$ cat config.mk
export PLATFORM = sky130hd
export DESIGN_NAME = demux_route
export DESIGN_NICKNAME = d
export VERILOG_FILES = /design/src/rtl/demux_route.sv
export SDC_FILE = /design/constraint.sdc
export NUM_CORES = 1
export LEC_CHECK = 0
export BUFFER_PORTS_ARGS = -buffer_cell sky130_fd_sc_hd__buf_2
export CAP_MARGIN = 20
export CELL_PAD_IN_SITES_DETAIL_PLACEMENT = 0
export CELL_PAD_IN_SITES_GLOBAL_PLACEMENT = 2
export CORE_MARGIN = 1.5
export CORE_UTILIZATION = 32
export CTS_CLUSTER_DIAMETER = 50
export CTS_CLUSTER_SIZE = 40
export DETAILED_ROUTE_END_ITERATION = 8
export GPL_TIMING_DRIVEN = 0
export PLACE_DENSITY = 0.8
export SYNTH_ARGS = -nofsm -noshare
export SYNTH_HDL_FRONTEND = slang
export SYNTH_SLANG_ARGS = --single-unit
export TNS_END_PERCENT = 50
$ cat constraint.sdc
create_clock -name clk -period 1.7 [get_ports clk]
set_clock_uncertainty 0.05 [all_clocks]
set_input_delay 0.34 -clock clk [delete_from_list [all_inputs] [get_ports clk]]
set_output_delay 0.34 -clock clk [all_outputs]
set_load 0.005 [all_outputs]
$ cat src/rtl/demux_route.sv
// rtl/demux_route.sv - registered 1-to-2 write-back demux with per-channel holding registers and transfer counters
module demux_route #(
  parameter int DATA_WIDTH = 16,
  parameter int CNT_WIDTH  = 8
) (
  input  logic                  clk,
  input  logic                  rst_n,
  input  logic [DATA_WIDTH-1:0] demux_input,
  input  logic                  demux_in_valid,
  output logic                  demux_in_ready,
  input  logic                  demux_select,
  output logic [DATA_WIDTH-1:0] out1_data,
  output logic                  out1_valid,
  input  logic                  out1_ready,
  output logic [DATA_WIDTH-1:0] out2_data,
  output logic                  out2_valid,
  input  logic                  out2_ready,
  output logic [CNT_WIDTH-1:0]  xfer_count1,
  output logic [CNT_WIDTH-1:0]  xfer_count2
);

  localparam logic [CNT_WIDTH-1:0] CNT_ONE = 1;

  logic sel_ready;
  logic accept1;
  logic accept2;
  logic drain1;
  logic drain2;

  // Ready follows only the selected channel: free when empty or when it drains this cycle
  always_comb begin
    sel_ready = 1'b0;
    if (demux_select) begin
      sel_ready = !out2_valid | out2_ready;
    end else begin
      sel_ready = !out1_valid | out1_ready;
    end
  end

  assign demux_in_ready = sel_ready;

  // Input and output handshakes per channel; an unselected channel never sees an accept
  always_comb begin
    accept1 = demux_in_valid & sel_ready & !demux_select;
    accept2 = demux_in_valid & sel_ready &  demux_select;
    drain1  = out1_valid & out1_ready;
    drain2  = out2_valid & out2_ready;
  end

  // Channel 1 holding register: load on accept, clear valid on a drain without refill
  always_ff @(posedge clk or negedge rst_n) begin
    if (!rst_n) begin
      out1_data  <= '0;
      out1_valid <= 1'b0;
    end else if (accept1) begin
      out1_data  <= demux_input;
      out1_valid <= 1'b1;
    end else if (drain1) begin
      out1_valid <= 1'b0;
    end
  end

  // Channel 1 transfer counter: one step per output handshake, wraps naturally
  always_ff @(posedge clk or negedge rst_n) begin
    if (!rst_n) begin
      xfer_count1 <= '0;
    end else if (drain1) begin
      xfer_count1 <= xfer_count1 + CNT_ONE;
    end
  end

  // Channel 2 holding register: load on accept, clear valid on a drain without refill
  always_ff @(posedge clk or negedge rst_n) begin
    if (!rst_n) begin
      out2_data  <= '0;
      out2_valid <= 1'b0;
    end else if (accept2) begin
      out2_data  <= demux_input;
      out2_valid <= 1'b1;
    end else if (drain2) begin
      out2_valid <= 1'b0;
    end
  end

  // Channel 2 transfer counter: one step per output handshake, wraps naturally
  always_ff @(posedge clk or negedge rst_n) begin
    if (!rst_n) begin
      xfer_count2 <= '0;
    end else if (drain2) begin
      xfer_count2 <= xfer_count2 + CNT_ONE;
    end
  end

endmodule

==> summary.txt, run 1 <==
Drt
  – Top Metal Used: met4
  – First-pass iteration count of the detailed router: 3
  – WL final: approximately 4000 um
  – Detailed-routed wire length on met2: roughly 1900 um
  – Final ANT Viol Nets: 0
  – Total via count in the routed design: ~1300
  – DRC violation count after routing: 0
  – Metal-1 WL: 1744 um
  – WL per Instance: 13.64 um
  – Average vias per placed instance: approximately 4.5
  – Met3 WL: 320 um
  – DR iter-0 viols: 27

Worst setup path
  – Class of the most critical setup path: reg2out
  – Worst Setup EP: demux_in_ready
  – CP max FO: 4
  – Endpoint of the worst-slack reg-to-reg timing path: out2_data[3]
  – Family with the most delay on the worst path: flip-flops
  – CP cell instances: nand2b_2 > mux2_2 > buf_2
  – Depth of the critical timing path with buffers and inverters included: 3
  – Combined buffer and inverter count along the critical path: 1
  – Critical Path Slowest Stage Cell: dfrtp_1
  – Required time of the critical path: 1.31 ns
  – Data arrival, critical path: 1.22 ns
  – Source of the worst register-to-register timing path: out2_valid
  – Element type at the critical path end: output port
  – CP startpoint: out1_valid
  – Worst reg2reg path depth: 5
  – Kind of start point of the critical path: flip-flop
  – Register-to-Register Setup Slack: roughly 0.28 ns
  – Largest stage delay on the critical path: a little over 0.4 ns

Clocking
  – Reg clk slew, reported paths: ~0.09 ns
  – Num CTS Buffers: 5
  – Count of H-tree levels built during CTS: 2
  – Later-pin clock latency in the skew report: 0.30 ns
  – Setup repair bufs after CTS: 0
  – Cts repair resizes: 0
  – Clock net sink count: 50
  – Maximum number of buffers from clock root to sink: 2
  – Number of hold buffers added after CTS: 1
  – TritonCTS clock tree: yes
  – Library cell used as clock root buffer: clkbuf_8

Power
  – Static leakage: 0.001337 uW
  – Sequential Power Share: 51.1%
  – P per Cell Area: about 1200 mW/mm2
  – Logic pwr share: approximately a quarter
  – IR Drop Worst-Case VDD: 543.3 uV
  – Proportion of total power due to net switching: 28.17%
  – Total Power Consumption: between 3000 and 4000 uW
  – Cell internal power dissipation: 2342 uW
  – Net switching power of the design: about 920 uW
  – Share of power burned in the clock network: 25.6%

Final layout
  – Total Nets Final: 240
  – Area added between synthesis and finish: 29.24%
  – Fin cells: between 200 and 300
  – Fraction of layout cells with a size suffix above 1: between 50% and 60%
  – ANT cells: 0

Die
  – DIE WIDTH: 82.96 um
  – Number of placed I/O pins: 73
  – Std cell rows: 28
  – Chip height: 82.96 um
  – Initial cell density of the core: between 30% and 40%
  – Die Outline Area: 0.006882 mm2
  – Core region area: 0.006061 mm2

Place
  – Total half-perimeter wirelength after legalization and detailed placement: 3007 um
  – Post-placement cell count: 283
  – RD Place Congestion: 0.6717
  – PortBufs: 72

Yosys
  – Number of library cell types mapped by synthesis: 17
  – Asr flop ratio synth: 100.0%
  – Register bit count reported by yosys: 50
  – Synthesized cell area: 0.002046 mm2
  – Cells taking the most area after synthesis: dfrtp_1, mux2_2, mux2_4
  – Fraction of synthesized cell area taken by the top area cell type: 61.16%
  – Cell types with the highest counts after synthesis: dfrtp_1, mux2_2, nand2_1
  – Part of the Yosys area used for sequential elements: 61.16%
  – Count of flip-flops with a built-in enable after synthesis: 0
  – Yosys Warn Count: 0
  – Net count after synthesis: 159
  – Library cell occupying the most area in the post-synthesis netlist: dfrtp_1
  – Post-Synthesis Cells: 135
  – Dominant register cell in the synthesized netlist: dfrtp_1
  – Most common cell in the netlist: dfrtp_1
  – Average cell area after synthesis: ~15 um2

Global route
  – Remaining Overflow, GRT: 0
  – Wire length of the first global-routing pass: 6603 um
  – Number of global-route vias before repair: 1345
  – Antenna violations before repair: 0
  – Maximum number of pins on one net before global-route repair: 36
  – Global router's overall resource usage: 12.00%

STA
  – Highest clock frequency the design can meet: 0.6196 GHz
  – Worst slew slack as a fraction of its limit: between 70% and 80%
  – Number of pins exceeding their max-slew limit in the final report: 0
  – Final setup viols: 0
  – Slew at the pin closest to its max-slew limit: 0.3908 ns
  – Final worst path period need: 1.614 ns
  – Final Hold Violating Endpoints: 0
  – Final worst-path cycle share: between 90% and 100%
  – Unrepaired setup endpoints after global routing: no
  – Setup TNS after final layout: 0 ns

Flow run
  – Total of max-cap violations: 0

Outcome
  – Run status: finished, final reports clean

Min path
  – Hold/Removal Path Class: in2reg
## worst reg2reg max path: cells and delay by family, from the launching register on
kind	cells	cell delay (ns)
buffers and inverters	2	0.29
AND/OR/NAND/NOR	2	0.23
flip-flops	1	0.44
multiplexers	1	0.31
## worst min path at each step
stage	from	endpoint	slack [ns]	depth (start not counted)
3_5_place_dp	rst_n	out2_data[2]	0.24	1
2_1_floorplan	rst_n	out1_data[0]	-0.006	0
4_1_cts	demux_input[7]	out2_data[7]	0.21	2
3_3_place_gp	xfer_count1[7]	xfer_count1[7]	0.41	1
5_1_grt	demux_input[8]	out2_data[8]	0.21	2
6_report	demux_input[7]	out2_data[7]	0.22	2
## layer usage
metal,up-vias,track usage [%]
met2,44,18.26
met5,-,0
met3,7,4.672
li1,620,-
met1,651,15.44
met4,0,4.545
## cells in the final DEF, fill, tap and decap left out
master         instances
nor3_1                 4
bufinv_16              1
nand3_1                4
nand3b_4               1
xor2_1                10
nand2_1               13
ha_1                   2
nand2b_4               1
clkbuf_8               5
mux2_4                10
buf_12                 2
xnor2_1                4
buf_6                  2
nor2b_4                1
nor4_1                 2
buf_2                 72
nand2b_2               1
dfrtp_1               50
clkinvlp_4             2
mux2_2                25
dlygate4sd3_1          1
nor2_1                 4
## cell families after synthesis
family / after synthesis / share of synthesized area [%]
muxes: 35 / 21.10
and+or+nand+nor: 31 / 8.440
buffers and inverters: 3 / 2.079
adders and majority gates: 2 / 1.223
DFF: 50 / 61.16
xor gates and xnor gates: 14 / 5.994
## state kept, by name (all words and copies together) (netlist names)
name,count
xfer_count1,8
out2_data,16
out1_data,16
xfer_count2,8
out2_valid,1
out1_valid,1
## per-stage QoR
step	area (um2)	hold slack, ns	util (%)	setup slack (ns)
2_1_floorplan	2046	-0.005591	-	0.3452
5_1_grt	2644	0.2139	43.62	0.01768
6_report	2644	0.2250	43.62	0.08596
4_1_cts	2644	0.2116	43.62	0.06065
3_5_place_dp	2520	0.2366	41.58	0.1216
3_3_place_gp	2500	0.4067	41.25	0.1346
## area by class of cell
type / count / area [um2]
clock buffer: 5 / 68.82
tap: 75 / 93.84
multi-input combinational: 82 / 752.0
sequential: 50 / 1251
clock inverter: 3 / 45.04
fill: 592 / 3417
buffer: 3 / 42.54
timing repair buffer: 74 / 390.4
## power by group through the flow
stage	Sequential, uW	Clock (uW)	Combinational (uW)
final	1660	835	761
after global routing	1710	920	851
after CTS	1670	876	781
after detailed placement	1690	0	780
after global placement	1680	0	763
after floorplan	1690	0	366
(Power assumes the default switching activity.)
==> inputs of run 2 (changes only) <==
MAX_ROUTING_LAYER = met4   (was default)
==> run 2 against run 1 <==
  * Global-route usage is 0.37 points higher
  * Combinational power hardly changed
  * First-iteration DRC count is 15% lower
  * Critical endpoint unchanged
  * Largest power group unchanged
==> summary.txt, run 2 (synthesized netlist as in run 1, its figures left out) <==
Outcome
  – Run status: finished, final reports clean (unchanged)

Final layout
  – Number of fillers in the final layout: 592 (unchanged)
  – ANT cells: 0 (unchanged)
  – Leading cell type in the layout, fill and taps excluded: buf_2 (unchanged)
  – Registers with the most flip-flops: out1_data x16, out2_data x16 (unchanged)
  – Fraction of layout cells with a size suffix above 1: 56.68% (unchanged)
  – Post-layout instance area: 0.002644 mm2 (unchanged)
  – Total Nets Final: 240 (unchanged)
  – Area added between synthesis and finish: 29.24% (unchanged)
  – Most frequent cells in the layout: buf_2, dfrtp_1, mux2_2, nand2_1 (unchanged)

Clocking
  – Library cell used as clock root buffer: clkbuf_8 (unchanged)
  – Later-pin clock latency in the skew report: 0.30 ns (about the same)
  – Count of H-tree levels built during CTS: 2 (unchanged)
  – TritonCTS clock tree: yes (unchanged)
  – Clock net sink count: 50 (unchanged)
  – Cts repair resizes: 0 (unchanged)
  – Reg clk slew, reported paths: 0.09 ns (about the same)
  – Num CTS Buffers: 5 (unchanged)
  – Maximum number of buffers from clock root to sink: 2 (unchanged)

Die
  – Number of placed I/O pins: 73 (unchanged)
  – Std cell rows: 28 (unchanged)
  – Die Outline Area: 0.006882 mm2 (unchanged)
  – Core region area: 0.006061 mm2 (unchanged)
  – DIE WIDTH: 82.96 um (unchanged)
  – Initial cell density of the core: 33.75% (unchanged)
  – Chip height: 82.96 um (unchanged)

Global route
  – Maximum number of pins on one net before global-route repair: 36 (unchanged)
  – Global router's overall resource usage: 12.36% (was 12.00%)
  – Number of global-route vias before repair: 1346 (was 1345)
  – Global routing met3 resource utilization: 3.678% (was 4.672%)
  – Wire length of the first global-routing pass: 6603 um (unchanged)
  – Met1 layer usage reported by global route: 16.08% (was 15.44%)
  – Met2 global-route usage: 18.33% (was 18.26%)
  – Remaining Overflow, GRT: 0 (unchanged)
  – Most Used Layer, Global Route: met2 (unchanged)
  – Antenna violations before repair: 0 (unchanged)

Drt
  – Total via count in the routed design: 1323 (was 1322)
  – WL per Instance: 13.66 um (was 13.64 um)
  – WL final: 3989 um (was 3982 um)
  – First-pass iteration count of the detailed router: 3 (unchanged)
  – Average vias per placed instance: 4.531 (was 4.527)
  – DR iter-0 viols: 23 (was 27)
  – Final ANT Viol Nets: 0 (unchanged)
  – DRC violation count after routing: 0 (unchanged)

Power
  – P per Cell Area: 1234 mW/mm2 (was 1233 mW/mm2)
  – Total Power Consumption: 3262 uW (was 3260 uW)
  – Static leakage: 0.001337 uW (unchanged)
  – IR Drop Worst-Case VDD: 544.1 uV (was 543.3 uV)

STA
  – Slew at the pin closest to its max-slew limit: 0.3909 ns (was 0.3908 ns)
  – Final Hold Violating Endpoints: 0 (unchanged)
  – Setup TNS after final layout: 0 ns (unchanged)
  – Final worst-path setup slack: 0.08562 ns (was 0.08596 ns)
  – Unrepaired setup endpoints after global routing: no (unchanged)
  – Final setup viols: 0 (unchanged)
  – Worst hold slack: 0.2242 ns (was 0.2250 ns)
  – Worst slew slack as a fraction of its limit: 73.94% (about the same)
  – Number of pins exceeding their max-slew limit in the final report: 0 (unchanged)
  – Final worst path period need: 1.614 ns (about the same)
  – Highest clock frequency the design can meet: 0.6194 GHz (was 0.6196 GHz)
  – Final worst-path cycle share: 94.96% (was 94.94%)

Worst setup path
  – Data arrival, critical path: 1.22 ns (about the same)
  – Required time of the critical path: 1.31 ns (about the same)
  – Class of the most critical setup path: reg2out (unchanged)
  – Element type at the critical path end: output port (unchanged)
  – CP max FO: 4 (unchanged)
  – Kind of start point of the critical path: flip-flop (unchanged)

Flow run
  – Total of max-cap violations: 0 (unchanged)

Place
  – RD Place Congestion: 0.6783 (was 0.6717)
  – Post-Place Cell Area: 0.002520 mm2 (unchanged)
  – Total half-perimeter wirelength after legalization and detailed placement: 3007 um (unchanged)
  – PortBufs: 72 (unchanged)
  – Pre-CTS WS: 0.1216 ns (unchanged)

Min path
  – Hold/Removal Path Class: in2reg (unchanged)
[run 2: final cells by class]
cell class                 count  area [um2]  area share (%)
buffer                         3       42.54           1.609
clock buffer                   5       68.82           2.603
clock inverter                 3       45.04           1.704
multi-input combinational     82       752.0           28.44
sequential                    50        1251           47.33
tap                           75       93.84           3.549
timing repair buffer          74       390.4           14.77
[run 2: timing repair]
action / CTS / global route
setup buffers: 0 / 0
hold buffers: 1 / 0
hold endpoints to repair: 15 / 0
[run 2: power by group]
part           switching [uW]  total, uW  internal, uW
logic                     307        762           455
clock network             398        836           438
registers                 215       1660          1450
total                     920       3260          2340
[run 2: per-layer routing]
layer	part of all wire [%]	routed length, um
met5	0	0
met3	6.5	258
met1	46	1820
met2	47	1858
met4	1.3	51
[run 2: worst max-delay path, stage by stage, from the launching register on]
cell and delay, ns:
dfrtp_1 0.41, nand2b_2 0.12, mux2_2 0.27, buf_2 0.12
[run 2: through the flow]
step,cells,util (%)
global placement,282,41.25
floorplan,135,-
detailed placement,283,41.58
finish,292,43.62
CTS,292,43.62
global route,292,43.62
[run 2: path summary, 6_finish.rpt]
path	cells past startpoint	slack [ns]	from	to
setup / recovery	3	0.09	out1_valid	demux_in_ready
max in group asynchronous	3	0.66	rst_n	xfer_count1[0]
min in group asynchronous	2	0.43	rst_n	out2_data[2]
hold / removal	2	0.22	demux_input[7]	out2_data[7]
hold reg to reg	1	0.42	xfer_count2[7]	xfer_count2[7]
setup reg to reg	5	0.28	out2_valid	out2_data[3]
